**config.mk**
```make
export PLATFORM = sky130hd
export DESIGN_NAME = sound_latch_ctrl
export DESIGN_NICKNAME = d
export VERILOG_FILES = /design/src/rtl/sound_latch_ctrl_pkg.sv /design/src/rtl/sound_latch_ctrl_strobe_edge.sv /design/src/rtl/sound_latch_ctrl.sv
export SDC_FILE = /design/constraint.sdc
export NUM_CORES = 1
export LEC_CHECK = 0
export BUFFER_PORTS_ARGS = -buffer_cell sky130_fd_sc_hd__buf_2
export CORE_MARGIN = 2
export CORE_UTILIZATION = 55
export CTS_BUF_LIST = sky130_fd_sc_hd__clkbuf_2
export CTS_CLUSTER_DIAMETER = 50
export DETAILED_ROUTE_END_ITERATION = 7
export PLACE_DENSITY_LB_ADDON = 0.12
export RECOVER_POWER = 50
export SLEW_MARGIN = 20
export SYNTH_ARGS = -nofsm -noshare
export SYNTH_HDL_FRONTEND = slang
export SYNTH_HIERARCHICAL = 1
export SYNTH_SLANG_ARGS = --single-unit
```
**constraint.sdc**
```tcl
create_clock -name CLK -period 3.33 [get_ports CLK]
set_input_delay 0.666 -clock CLK [delete_from_list [all_inputs] [get_ports CLK]]
set_output_delay 0.666 -clock CLK [all_outputs]
set_load 0.01 [all_outputs]
```
**src/rtl/sound_latch_ctrl_pkg.sv**
```systemverilog
// Shared widths, defaults and helpers for the sound-command / sound-reply latch block.
package sound_latch_ctrl_pkg;

    // Width of both latches (one byte on each side)
    localparam int DATA_W       = 8;
    // Default nSDW low-pulse length in CLK cycles
    localparam int NSDW_LEN_DEF = 4;
    // Width of the nSDW pulse counter (holds 0..7)
    localparam int CNT_W        = 3;

    typedef logic [DATA_W-1:0] data_t;
    typedef logic [CNT_W-1:0]  cnt_t;

    // Next value of the nSDW pulse counter: a load always wins over the
    // running count so a retrigger restarts the pulse from full length.
    function automatic cnt_t pulse_cnt_next(
        input cnt_t cnt,
        input logic load,
        input cnt_t len
    );
        cnt_t nxt;
        if (load) begin
            nxt = len;
        end else if (cnt != {CNT_W{1'b0}}) begin
            nxt = cnt - {{(CNT_W-1){1'b0}}, 1'b1};
        end else begin
            nxt = {CNT_W{1'b0}};
        end
        return nxt;
    endfunction

endpackage

```
**src/rtl/sound_latch_ctrl_strobe_edge.sv**
```systemverilog
// One-register strobe history with falling/rising event detection.
// The history resets to 0, so a strobe held low across reset release
// produces no falling event until it has been seen high first.
module strobe_edge
    import sound_latch_ctrl_pkg::*;
(
    input  logic clk,
    input  logic rst,
    input  logic strobe,
    output logic fall_evt,
    output logic rise_evt
);

    logic hist_q;
    logic hist_d;

    // Next history value is simply the current sample of the strobe
    always_comb begin
        hist_d = strobe;
    end

    // History register, cleared while reset is asserted
    always_ff @(posedge clk or posedge rst) begin
        if (rst) begin
            hist_q <= 1'b0;
        end else begin
            hist_q <= hist_d;
        end
    end

    // Events are reported in the cycle whose edge samples the new level
    always_comb begin
        fall_evt = hist_q & ~strobe;
        rise_evt = ~hist_q & strobe;
    end

endmodule

```
**src/rtl/sound_latch_ctrl.sv**
```systemverilog
// Sound-command latch (68k -> Z80) and sound-reply latch (Z80 -> 68k),
// with the nSDW command-written pulse that feeds the Z80 NMI logic.
module sound_latch_ctrl
    import sound_latch_ctrl_pkg::*;
#(
    parameter int NSDW_LEN = NSDW_LEN_DEF
) (
    input  logic              CLK,
    input  logic              RESET,
    input  logic [DATA_W-1:0] M68K_DIN,
    input  logic              nSNDCMD_WR,
    input  logic              nSNDREP_RD,
    output logic [DATA_W-1:0] M68K_DOUT,
    input  logic [DATA_W-1:0] SDD_IN,
    output logic [DATA_W-1:0] SDD_OUT,
    output logic              SDD_OE,
    input  logic              nSDZ80R,
    input  logic              nSDZ80CLR,
    input  logic              nSDZ80W,
    output logic              nSDW,
    output logic              CMD_PENDING,
    output logic              REP_VALID
);

    localparam cnt_t PULSE_LEN = CNT_W'(NSDW_LEN);

    // Strobe events
    logic cmd_wr_fall_s, cmd_wr_rise_s;
    logic rep_rd_fall_s, rep_rd_rise_s;
    logic z80_rd_fall_s, z80_rd_rise_s;
    logic z80_clr_fall_s, z80_clr_rise_s;
    logic z80_wr_fall_s, z80_wr_rise_s;
    logic unused_evt_s;

    // State
    data_t cmd_reg_q, cmd_reg_d;
    data_t rep_reg_q, rep_reg_d;
    logic  cmd_pending_q, cmd_pending_d;
    logic  rep_valid_q, rep_valid_d;
    cnt_t  cnt_q, cnt_d;
    logic  nsdw_q, nsdw_d;

    strobe_edge u_cmd_wr (
        .clk      (CLK),
        .rst      (RESET),
        .strobe   (nSNDCMD_WR),
        .fall_evt (cmd_wr_fall_s),
        .rise_evt (cmd_wr_rise_s)
    );

    strobe_edge u_rep_rd (
        .clk      (CLK),
        .rst      (RESET),
        .strobe   (nSNDREP_RD),
        .fall_evt (rep_rd_fall_s),
        .rise_evt (rep_rd_rise_s)
    );

    strobe_edge u_z80_rd (
        .clk      (CLK),
        .rst      (RESET),
        .strobe   (nSDZ80R),
        .fall_evt (z80_rd_fall_s),
        .rise_evt (z80_rd_rise_s)
    );

    strobe_edge u_z80_clr (
        .clk      (CLK),
        .rst      (RESET),
        .strobe   (nSDZ80CLR),
        .fall_evt (z80_clr_fall_s),
        .rise_evt (z80_clr_rise_s)
    );

    strobe_edge u_z80_wr (
        .clk      (CLK),
        .rst      (RESET),
        .strobe   (nSDZ80W),
        .fall_evt (z80_wr_fall_s),
        .rise_evt (z80_wr_rise_s)
    );

    // Events that no latch reacts to are gathered here on purpose
    always_comb begin
        unused_evt_s = cmd_wr_rise_s | rep_rd_fall_s | z80_rd_rise_s
                     | z80_clr_rise_s | z80_wr_rise_s;
    end

    // Command latch: a 68k write beats a Z80 clear or read in the same cycle
    always_comb begin
        cmd_reg_d     = cmd_reg_q;
        cmd_pending_d = cmd_pending_q;
        if (cmd_wr_fall_s) begin
            cmd_reg_d     = M68K_DIN;
            cmd_pending_d = 1'b1;
        end else if (z80_clr_fall_s) begin
            cmd_reg_d     = 8'h00;
            cmd_pending_d = 1'b0;
        end else if (z80_rd_fall_s) begin
            cmd_pending_d = 1'b0;
        end else begin
            cmd_reg_d     = cmd_reg_q;
            cmd_pending_d = cmd_pending_q;
        end
    end

    // Reply latch: a Z80 write beats the end of a 68k read in the same cycle
    always_comb begin
        rep_reg_d   = rep_reg_q;
        rep_valid_d = rep_valid_q;
        if (z80_wr_fall_s) begin
            rep_reg_d   = SDD_IN;
            rep_valid_d = 1'b1;
        end else if (rep_rd_rise_s) begin
            rep_valid_d = 1'b0;
        end else begin
            rep_reg_d   = rep_reg_q;
            rep_valid_d = rep_valid_q;
        end
    end

    // nSDW pulse: low whenever the counter is (or is about to be) nonzero,
    // so a reload during a pulse keeps it low without a gap
    always_comb begin
        cnt_d  = pulse_cnt_next(cnt_q, cmd_wr_fall_s, PULSE_LEN);
        nsdw_d = (cnt_d == {CNT_W{1'b0}});
    end

    // State registers; reset forces nSDW high at once
    always_ff @(posedge CLK or posedge RESET) begin
        if (RESET) begin
            cmd_reg_q     <= 8'h00;
            rep_reg_q     <= 8'h00;
            cmd_pending_q <= 1'b0;
            rep_valid_q   <= 1'b0;
            cnt_q         <= {CNT_W{1'b0}};
            nsdw_q        <= 1'b1;
        end else begin
            cmd_reg_q     <= cmd_reg_d;
            rep_reg_q     <= rep_reg_d;
            cmd_pending_q <= cmd_pending_d;
            rep_valid_q   <= rep_valid_d;
            cnt_q         <= cnt_d;
            nsdw_q        <= nsdw_d;
        end
    end

    // Output drive: data buses and bus enable follow the latches with no delay
    always_comb begin
        SDD_OUT     = cmd_reg_q;
        SDD_OE      = ~nSDZ80R;
        M68K_DOUT   = rep_reg_q;
        nSDW        = nsdw_q;
        CMD_PENDING = cmd_pending_q;
        REP_VALID   = rep_valid_q;
    end

endmodule

```
### Yosys cells after proc, flatten, opt, wreduce, memory -nomap -nowiden

Cells that the tools add are included.

* bits in registers: 27
* input port bits: 23
* output and inout bits: 20
* logic and storage cells: 36

* add/sub/neg operators: 1
* multiplexer cells: 9
* bitwise gates (word level): 10
* reduce and logical (&&, ||, !) cells: 5

Operators by type and width (number)
* $mux W8: 2
* $mux W3: 2
* $reduce_bool A3 Y1: 2
* $and A1 B1 Y1: 5
* $mux W1: 5
* $not A1 Y1: 5
* $reduce_bool A2 Y1: 2
* $logic_not A3 Y1: 1
* $sub A3 B1 Y3 const B: 1

### Depth between registers and ports, before layout

Gate-level depths: netlist of the first run.

* depth in word-level cells: 5
* gate-level depth with buffers: 5
* mapped depth without buffers: 5

### Cells and area by module

The synthesis of the first run kept the hierarchy.

By module, submodules not included
* sound_latch_ctrl: times used 1, cells an instance 75, area an instance 1009.7 sq um, seq. area each 551.8 sq um
* strobe_edge: times used 5, cells an instance 4, area an instance 43.8 sq um, seq. area each 25.0 sq um

### Worst setup path before layout of the first run

Ideal clock, no wire load.

* path kind: input -> output
* from: input nSDZ80R
* to: output SDD_OE
* arrival time: 737 ps
* data required time: 2664 ps
* path slack: 1927 ps
* cell stages on the path: 1
* buffers on the path: 0
* path through: inv_1

* cells in the longest elaborated chain, start to end: 1

RTL lines
* from (decl): RTL line sound_latch_ctrl.sv:17 `input logic nSDZ80R,`
* $not A1 Y1: RTL line sound_latch_ctrl.sv:151 `SDD_OE = ~nSDZ80R;`
* to (decl): RTL line sound_latch_ctrl.sv:16 `output logic SDD_OE,`

No other way between the ends.

### Final worst setup path of the first run

* from: register nsdw_q, in the netlist nSDW
* to: output nSDW

RTL lines
* from (decl): RTL line sound_latch_ctrl.sv:41 `logic nsdw_q, nsdw_d;`
* from (signal assigned): RTL line sound_latch_ctrl.sv:144 `nsdw_q <= nsdw_d;`
* to (decl): RTL line sound_latch_ctrl.sv:20 `output logic nSDW,`

No word-level cell between the ends.

==> key figures, run 1 <==
Die
  • Initial core utilization: 0.5931
  • Ports: 43
  • Die Width: ~50 µm
  • Row cnt: 16
  • Die area: approximately 0.0025 mm²
  • Core Box Area: around 0.002 mm²
  • Die H: 50.47 µm

Finish
  • NumNets Final: 160
  • Share of post-route cells with drive strength above 1: 0.4776
  • Ant diodes: 0
  • P&R area growth vs syn: 19.39%

Drt
  • Vias per inst: 4.702
  • Drt total wl: ~2100 µm
  • DR WL/cell: 12.78 µm
  • DRC Markers: 0
  • Post-route ant nets: 0
  • Via Count: 757
  • Total iterations of the first detailed-routing run: 4
  • 1st-iter DRT viols: 8

Timing
  • Setup TNS: 0 ns
  • Slew @ Worst Pin: 1.035 ns
  • RSZ-0062 raised after global routing: no
  • Hold_ws: 0.1732 ns
  • Final Hold Fails: 0
  • Final setup violation count: 0
  • Final Slew Violations: 0
  • Crit path time final: 1.697 ns
  • Slew headroom: 0.3086
  • Clock skew: 0.008896 ns
  • Fin crit share: 0.5096
  • Max Freq: 589.2 MHz

Logic synthesis
  • Synthesized area: 0.001187 mm²
  • YS warnings: 6
  • Synthesized area per cell: about 13 µm²
  • Post-Syn Instances: 90
  • Mapped Nets: 115

Worst setup path
  • R2r setup slk: approximately 1.7 ns
  • Worst reg-to-reg path cell count: 2
  • Slowest CP cell: dfstp_2
  • CP Capture Type: primary output
  • Crit path max-delay family: flip-flops
  • Worst-path fanout max: 1
  • WS Path Type: flop to primary output
  • Critical Path RT: around 2.7 ns
  • Worst R2R Start: u_z80_wr/hist_q
  • CP cell instances: buf_2
  • Data arrival time of the worst path: ~1.0 ns
  • CP startpoint kind: flop
  • Buf/Inv on CP: 1
  • CP max stage delay: 0.57 ns
  • Worst reg2reg endpoint: M68K_DOUT[4]

Global route
  • Grt ovf: 0
  • Antenna violations before repair: 0
  • Largest net degree at the start of global routing: 23
  • Global Route Usage Sum: 0.1806
  • Vias in the first global route: 735
  • Global-route wire length before repair: roughly 3500 µm

Clocking
  • CTS Root Cell: clkbuf_2
  • H-tree levels: 1
  • CTS Buffer Depth: 2
  • Worst-Skew Late Latency: 0.34 ns
  • CTS Hold Bufs: 0
  • Clock transition at the registers of the reported paths: 0.24 ns
  • CTS Buf Count: 3
  • Post-CTS Resized: 0
  • Post-CTS Setup Inserts: 0
  • Clock sink total: 27
  • CTS tree: built

Status
  • Outcome: finished, final reports clean

Job
  • Max Cap Viol: 0

Power
  • VDD IR max: 0.3357 mV
  • PD cells: 520.5 mW/mm²
  • Total power: between 0.7 and 0.8 mW
  • P_leak: 0.7494 nW

Place
  • Dpl hpwl: 1552 µm
  • RePlAce Congestion: 0.6563
  • Port buffer count: 42

Min path
  • Hold Crit Class: input port to asynchronous set/reset pin
[worst reg2reg max path: stages, from the launching register on]
cell and delay [ns]:
dfrtp_1 0.38, nor2b_1 0.81, mux2_4 0.37
[worst max-delay path by stage]
| stage | start | to | cells past startpoint |
|---|---|---|---|
| floorplan | nSDZ80R | SDD_OE | 1 |
| global placement | nSDZ80W | M68K_DOUT[3] | 3 |
| detailed placement | nSDZ80W | M68K_DOUT[4] | 3 |
| CTS | nSDW | nSDW | 1 |
| global route | nSDW | nSDW | 1 |
| finish | nSDW | nSDW | 1 |
[report_power, final]
part / switching, mW / total [mW] / internal, mW / leakage (nW)
logic: 0.0949 / 0.201 / 0.106 / 0.406
registers: 0.0376 / 0.419 / 0.382 / 0.327
clock network: 0.0906 / 0.118 / 0.0272 / 0.0164
total: 0.223 / 0.738 / 0.515 / 0.749
[metal layers]
layer | up-vias | track usage | wire length [µm]
met2 | 21 | 0.2873 | 1013
met1 | 368 | 0.2600 | 929
met3 | 0 | 0.03274 | 116
met4 | 0 | 0.04054 | 0
li1 | 368 | - | -
met5 | - | 0 | 0
[layout by cell type (no fill, tap or decap)]
| cell | instances |
|---|---|
| a21o_1 | 2 |
| a21oi_1 | 1 |
| a21oi_2 | 1 |
| a22o_1 | 1 |
| and2b_2 | 1 |
| buf_2 | 38 |
| buf_4 | 1 |
| clkbuf_1 | 4 |
| clkbuf_2 | 3 |
| clkinv_2 | 1 |
| dfrtp_1 | 26 |
| dfstp_2 | 1 |
| ha_1 | 2 |
| inv_1 | 10 |
| mux2_4 | 8 |
| nand2_1 | 9 |
| nand2b_1 | 1 |
| nand2b_4 | 7 |
| nor2_1 | 3 |
| nor2b_1 | 4 |
| nor3_4 | 1 |
| nor3b_2 | 1 |
| o21ai_0 | 7 |
| or2_4 | 1 |
[metrics by stage]
| step | utilization | setup WS [ns] | instances | instance area, µm² |
|---|---|---|---|---|
| 4_1_cts | 0.7119 | 1.620 | 161 | 1425 |
| 3_3_place_gp | 0.7019 | 1.334 | 157 | 1405 |
| 2_1_floorplan | - | 1.927 | 90 | 1187 |
| 6_report | 0.7081 | 1.633 | 161 | 1418 |
| 5_1_grt | 0.7081 | 1.554 | 161 | 1418 |
| 3_5_place_dp | 0.7019 | 1.276 | 157 | 1405 |
[final cells by class]
cell class | instances | area, µm²
Multi-Input combinational cell | 50 | 436.7
Clock inverter | 1 | 5.005
Fill cell | 151 | 584.3
Sequential cell | 27 | 676.9
Tap cell | 27 | 33.78
Timing Repair Buffer | 43 | 212.7
Clock buffer | 3 | 15.01
Inverter | 10 | 37.54
Note: power is estimated with default switching activity, not from simulation.
==> run 2, diff against run 1 <==
--- a/config.mk
+++ b/config.mk
@@ -7,7 +7,7 @@
 export LEC_CHECK = 0
 export BUFFER_PORTS_ARGS = -buffer_cell sky130_fd_sc_hd__buf_2
 export CORE_MARGIN = 2
-export CORE_UTILIZATION = 55
+export CORE_UTILIZATION = 46
 export CTS_BUF_LIST = sky130_fd_sc_hd__clkbuf_2
 export CTS_CLUSTER_DIAMETER = 50
 export DETAILED_ROUTE_END_ITERATION = 7
==> constraint.sdc (replaced) <==
create_clock -name CLK -period 1.51 [get_ports CLK]
set_input_delay 0.302 -clock CLK [delete_from_list [all_inputs] [get_ports CLK]]
set_output_delay 0.302 -clock CLK [all_outputs]
set_load 0.01 [all_outputs]
==> key figures, run 2 (synthesis gave the netlist of run 1 again) <==
Status
  • Outcome: finished, final reports clean

Finish
  • Layout Cells excl Fill: 169
  • NumNets Final: 165
  • Most common cell after layout, fill and taps aside: buf_2
  • Commonest cells after routing, fill and taps aside: 37 x buf_2, 26 x dfrtp_1, 10 x inv_1
  • Utilization after layout: 0.5923
  • Fillers: between 200 and 250
  • Share of post-route cells with drive strength above 1: 0.4748
  • P&R area growth vs syn: 22.44%
  • Ant diodes: 0

Timing
  • Slew headroom: 0.7235
  • Slew @ Worst Pin: around 0.41 ns
  • Fin crit share: 0.8886
  • Setup TNS: 0 ns
  • Final Hold Fails: 0
  • Max Freq: approximately 750 MHz
  • RSZ-0062 raised after global routing: no
  • Final setup violation count: 0
  • Clock skew: 0.01209 ns
  • Crit path time final: 1.342 ns
  • Final Slew Violations: 0

Power
  • Switching Fraction: 0.2987
  • PD cells: 1128 mW/mm²
  • Pint: 1.150 mW
  • Sequential share of power: 0.560
  • Total power: 1.640 mW
  • Comb pwr share: 0.271
  • P_leak: 0.7667 nW
  • Psw: 0.4898 mW
  • Clock power frac: 0.169
  • VDD IR max: approximately 0.84 mV

Place
  • RePlAce Congestion: 0.7000
  • Placed cell count: 164
  • Dpl hpwl: 1515 µm
  • Port buffer count: 42

Clocking
  • Clock transition at the registers of the reported paths: between 0.2 and 0.3 ns
  • Post-CTS Resized: 0
  • Post-CTS Setup Inserts: 0
  • CTS Hold Bufs: 1
  • Worst-Skew Late Latency: 0.35 ns
  • CTS Root Cell: clkbuf_2
  • CTS Buf Count: 3
  • CTS tree: built
  • Clock sink total: 27
  • H-tree levels: 1
  • CTS Buffer Depth: 2

Worst setup path
  • CP Capture Type: flop
  • Worst-path fanout max: 4
  • WS Path Type: flop to flop
  • CP startpoint kind: flop
  • Data arrival time of the worst path: 1.65 ns
  • Origin of the worst setup path: cnt_q[0]
  • Critical Path RT: 1.82 ns
  • Worst R2R Start: cnt_q[0]

Global route
  • GRT met3 Usage: 0.02459
  • Met2 GRT Util: 0.2341
  • Antenna violations before repair: 0
  • Largest net degree at the start of global routing: 18
  • Global-route wire length before repair: 2953 µm
  • M1 GR Usage: 0.1796
  • Vias in the first global route: approximately 700
  • Global Route Usage Sum: 0.1431
  • GRT busiest layer: met2
  • Grt ovf: 0

Drt
  • Drt total wl: a little under 2000 µm
  • DRC Markers: 0
  • DR WL/cell: 11.73 µm
  • Via Count: 783
  • Post-route ant nets: 0
  • Vias per inst: roughly 4.6
  • Total iterations of the first detailed-routing run: 3
  • 1st-iter DRT viols: 1

Die
  • Die area: between 0.003 and 0.004 mm²
  • Core Box Area: 0.002455 mm²
  • Ports: 43
  • Row cnt: 18
  • Die H: ~55 µm
  • Die Width: 54.81 µm
  • Initial core utilization: 0.4837

Min path
  • HP Start: nSNDCMD_WR
  • Hold Crit Class: input port to flop

Job
  • Max Cap Viol: 0
-- run 2: cell count changes in the layout (fill, tap and decap cells not counted) --
| cell | delta |
|---|---|
| buf_4 | +2 |
| clkbuf_1 | +2 |
| clkbuf_2 | +2 |
| dlygate4sd3_1 | +1 |
| buf_2 | -1 |
| clkinv_2 | -1 |
-- run 2: area by class of cell --
type,instances,area (µm²),area share
sequential,27,676.9,0.4656
multi-input combinational,50,436.7,0.3003
timing repair buffer,48,245.2,0.1687
inverter,10,37.54,0.02582
tap,30,37.54,0.02582
clock buffer,4,20.02,0.01377
-- run 2: layer usage --
layer  routed length (µm)  vias to the layer above  part of all wire
met3                  115                        2             0.058
li1                     -                      380                 -
met2                  990                       20              0.50
met4                    9                        0            0.0045
met5                    0                        -                 0
met1                  866                      381              0.44
-- run 2: worst max-delay path: stages (launching register included) --
cell,delay [ns]
dfrtp_1,0.48
nor2_1,0.19
inv_1,0.07
ha_1,0.17
or2_4,0.23
nor3b_2,0.15
-- run 2: power groups by stage --
stage                     Clock [mW]  Combinational, mW  Sequential (mW)
final                          0.276              0.445            0.918
after global routing           0.301              0.502            0.935
after CTS                      0.294              0.462            0.925
after detailed placement           0              0.460            0.938
after global placement             0              0.447            0.932
after floorplan                    0              0.281            0.968
-- run 2: worst paths after layout --
kind	endpoint	slack (ns)	cells past startpoint
worst max-delay path	nSDW	0.17	5
min in group asynchronous	u_cmd_wr/hist_q	0.35	3
worst min register to register	REP_VALID	0.50	1
worst max register to register	nSDW	0.17	5
max in group asynchronous	M68K_DOUT[3]	0.34	4
worst min-delay path	u_cmd_wr/hist_q	0.03	1
-- run 2: stage by stage --
step | worst slack, ns | cell area (µm²) | hold slack (ns)
5_1_grt | 0.08395 | 1454 | 0.02748
3_3_place_gp | 0.2888 | 1439 | 0.1855
4_1_cts | 0.1489 | 1469 | 0.02122
6_report | 0.1682 | 1454 | 0.03486
3_5_place_dp | 0.2370 | 1439 | 0.1896
2_1_floorplan | 0.3040 | 1187 | 0.03071
==> run 3, diff against run 2 <==
--- a/config.mk
+++ b/config.mk
@@ -11,8 +11,10 @@
 export CTS_BUF_LIST = sky130_fd_sc_hd__clkbuf_2
 export CTS_CLUSTER_DIAMETER = 50
 export DETAILED_ROUTE_END_ITERATION = 7
+export GPL_TIMING_DRIVEN = 0
 export PLACE_DENSITY_LB_ADDON = 0.12
 export RECOVER_POWER = 50
+export SETUP_SLACK_MARGIN = 0.5
 export SLEW_MARGIN = 20
 export SYNTH_ARGS = -nofsm -noshare
 export SYNTH_HDL_FRONTEND = slang
==> key figures, run 3 (synthesis gave the netlist of run 1 again) <==
Status
  • Outcome: finished, final reports clean

Global route
  • Grt ovf: 0
  • Largest net degree at the start of global routing: 23
  • Antenna violations before repair: 0
  • Global-route wire length before repair: 3898 µm
  • Vias in the first global route: between 800 and 900
  • Met2 GRT Util: 0.3115
  • M1 GR Usage: 0.2354
  • GRT busiest layer: met2
  • Global Route Usage Sum: 0.1892
  • GRT met3 Usage: 0.04372

Timing
  • Clock skew: 0.009627 ns
  • Fin worst setup slack: around 0.12 ns
  • Setup TNS: 0 ns
  • Slew headroom: 0.4293
  • Fin crit share: 0.9215
  • Final Slew Violations: 0
  • Final setup violation count: 0
  • RSZ-0062 raised after global routing: yes
  • Slew @ Worst Pin: between 0.8 and 0.9 ns
  • Final Hold Fails: 0
  • Max Freq: 718.7 MHz
  • Crit path time final: around 1.4 ns

Drt
  • DRC Markers: 0
  • Vias per inst: 4.554
  • Via Count: 920
  • Drt total wl: 2795 µm
  • 1st-iter DRT viols: 8
  • DR WL/cell: 13.84 µm
  • Post-route ant nets: 0
  • Total iterations of the first detailed-routing run: 4

Finish
  • Most common cell after layout, fill and taps aside: buf_2
  • Share of post-route cells with drive strength above 1: 0.6453
  • NumNets Final: 198
  • P&R area growth vs syn: 56.69%
  • Ant diodes: 0
  • Design Area, Final: 0.001861 mm²
  • Commonest cells after routing, fill and taps aside: 32 x buf_2, 28 x buf_4, 26 x dfrtp_1

Clocking
  • CTS Buffer Depth: 2
  • H-tree levels: 1
  • CTS tree: built
  • Clock transition at the registers of the reported paths: 0.24 ns
  • CTS Buf Count: 3
  • Clock sink total: 27
  • CTS Root Cell: clkbuf_2
  • Worst-Skew Late Latency: 0.34 ns

Place
  • Dpl cell area: 0.001445 mm²
  • Dpl hpwl: 1611 µm
  • Port buffer count: 42
  • Pre-CTS setup slack: about 0.21 ns
  • RePlAce Congestion: 0.7717

Die
  • Die H: 54.81 µm
  • Core Box Area: roughly 0.0025 mm²
  • Initial core utilization: 0.4837
  • Row cnt: 18
  • Ports: 43
  • Die Width: 54.81 µm
  • Die area: 0.003004 mm²

Power
  • P_leak: 0.9881 nW
  • VDD IR max: 1.051 mV
  • PD cells: 1102 mW/mm²
  • Total power: 2.051 mW

Job
  • Max Cap Viol: 0

Worst setup path
  • WS Path Type: flop to flop
  • CP Capture Type: flop
  • Critical Path RT: 1.77 ns
  • Worst-path fanout max: 5
  • Data arrival time of the worst path: roughly 1.7 ns
  • CP startpoint kind: flop

Min path
  • Hold Crit Class: input port to flop
## run 3: cell types whose count changed in the layout (fill, tap and decap cells not counted), moves of 2 or more
| cell | change |
|---|---|
| buf_6 | +10 |
| o21ai_0 | -7 |
| nand2_1 | -2 |
| nor2b_1 | -2 |
| nor2b_4 | +2 |
| o21ai_2 | +6 |
| ha_2 | +2 |
| ha_1 | -2 |
| buf_4 | +25 |
| buf_8 | +2 |
| buf_2 | -5 |
## run 3: path summary, 6_finish.rpt
| path | from | end | depth (start not counted) | slack [ns] |
|---|---|---|---|---|
| max | u_cmd_wr/hist_q | SDD_OUT[6] | 5 | 0.12 |
| min | nSNDREP_RD | u_rep_rd/hist_q | 1 | 0.06 |
| max reg2reg | u_cmd_wr/hist_q | SDD_OUT[6] | 5 | 0.12 |
| min reg2reg | CMD_PENDING | CMD_PENDING | 1 | 0.53 |
| max in group asynchronous | RESET | M68K_DOUT[3] | 2 | 0.89 |
| min in group asynchronous | RESET | cnt_q[2] | 2 | 0.09 |
## run 3: area by class of cell
class	instances	area, µm²
clock buffers	4	20.02
well taps	30	37.54
repair buffers	78	564.3
multi-input cells	50	490.5
plain buffers	3	33.78
inverters	10	37.54
fillers	164	594.3
flip-flops and latches	27	676.9
## run 3: through the flow
step                      cells  hold WS (ns)  utilization
after global routing        202       0.01106       0.7579
after detailed placement    162        0.1849       0.5887
after global placement      162        0.1848       0.5887
after floorplan              90       0.03071            -
after CTS                   189       0.05305       0.7018
final                       202       0.06303       0.7579
## run 3: power by group
group,internal (mW),switching (mW),total [mW]
registers,0.842,0.0678,0.910
clock network,0.0699,0.198,0.268
logic,0.532,0.341,0.873
total,1.44,0.607,2.05
## run 3: timing repair
action,in CTS,in global routing
buffers inserted,19,13
hold endpoints to repair,5,0
cloned,3,0
setup endpoints to repair,40,40
hold buffers,1,0
resized for setup,21,17
pin swaps,5,4
## run 3: worst max-delay path, cell delays in order (launching register included)
cell and delay, ns:
dfrtp_1 0.39, nor2b_4 0.17, clkbuf_1 0.38, buf_4 0.20, nand2b_4 0.12, o21ai_2 0.05
## run 3: layer usage
layer,part of all wire,up-vias
met5,0,-
met4,0.0036,0
met3,0.048,2
met2,0.51,24
met1,0.44,444
li1,-,450
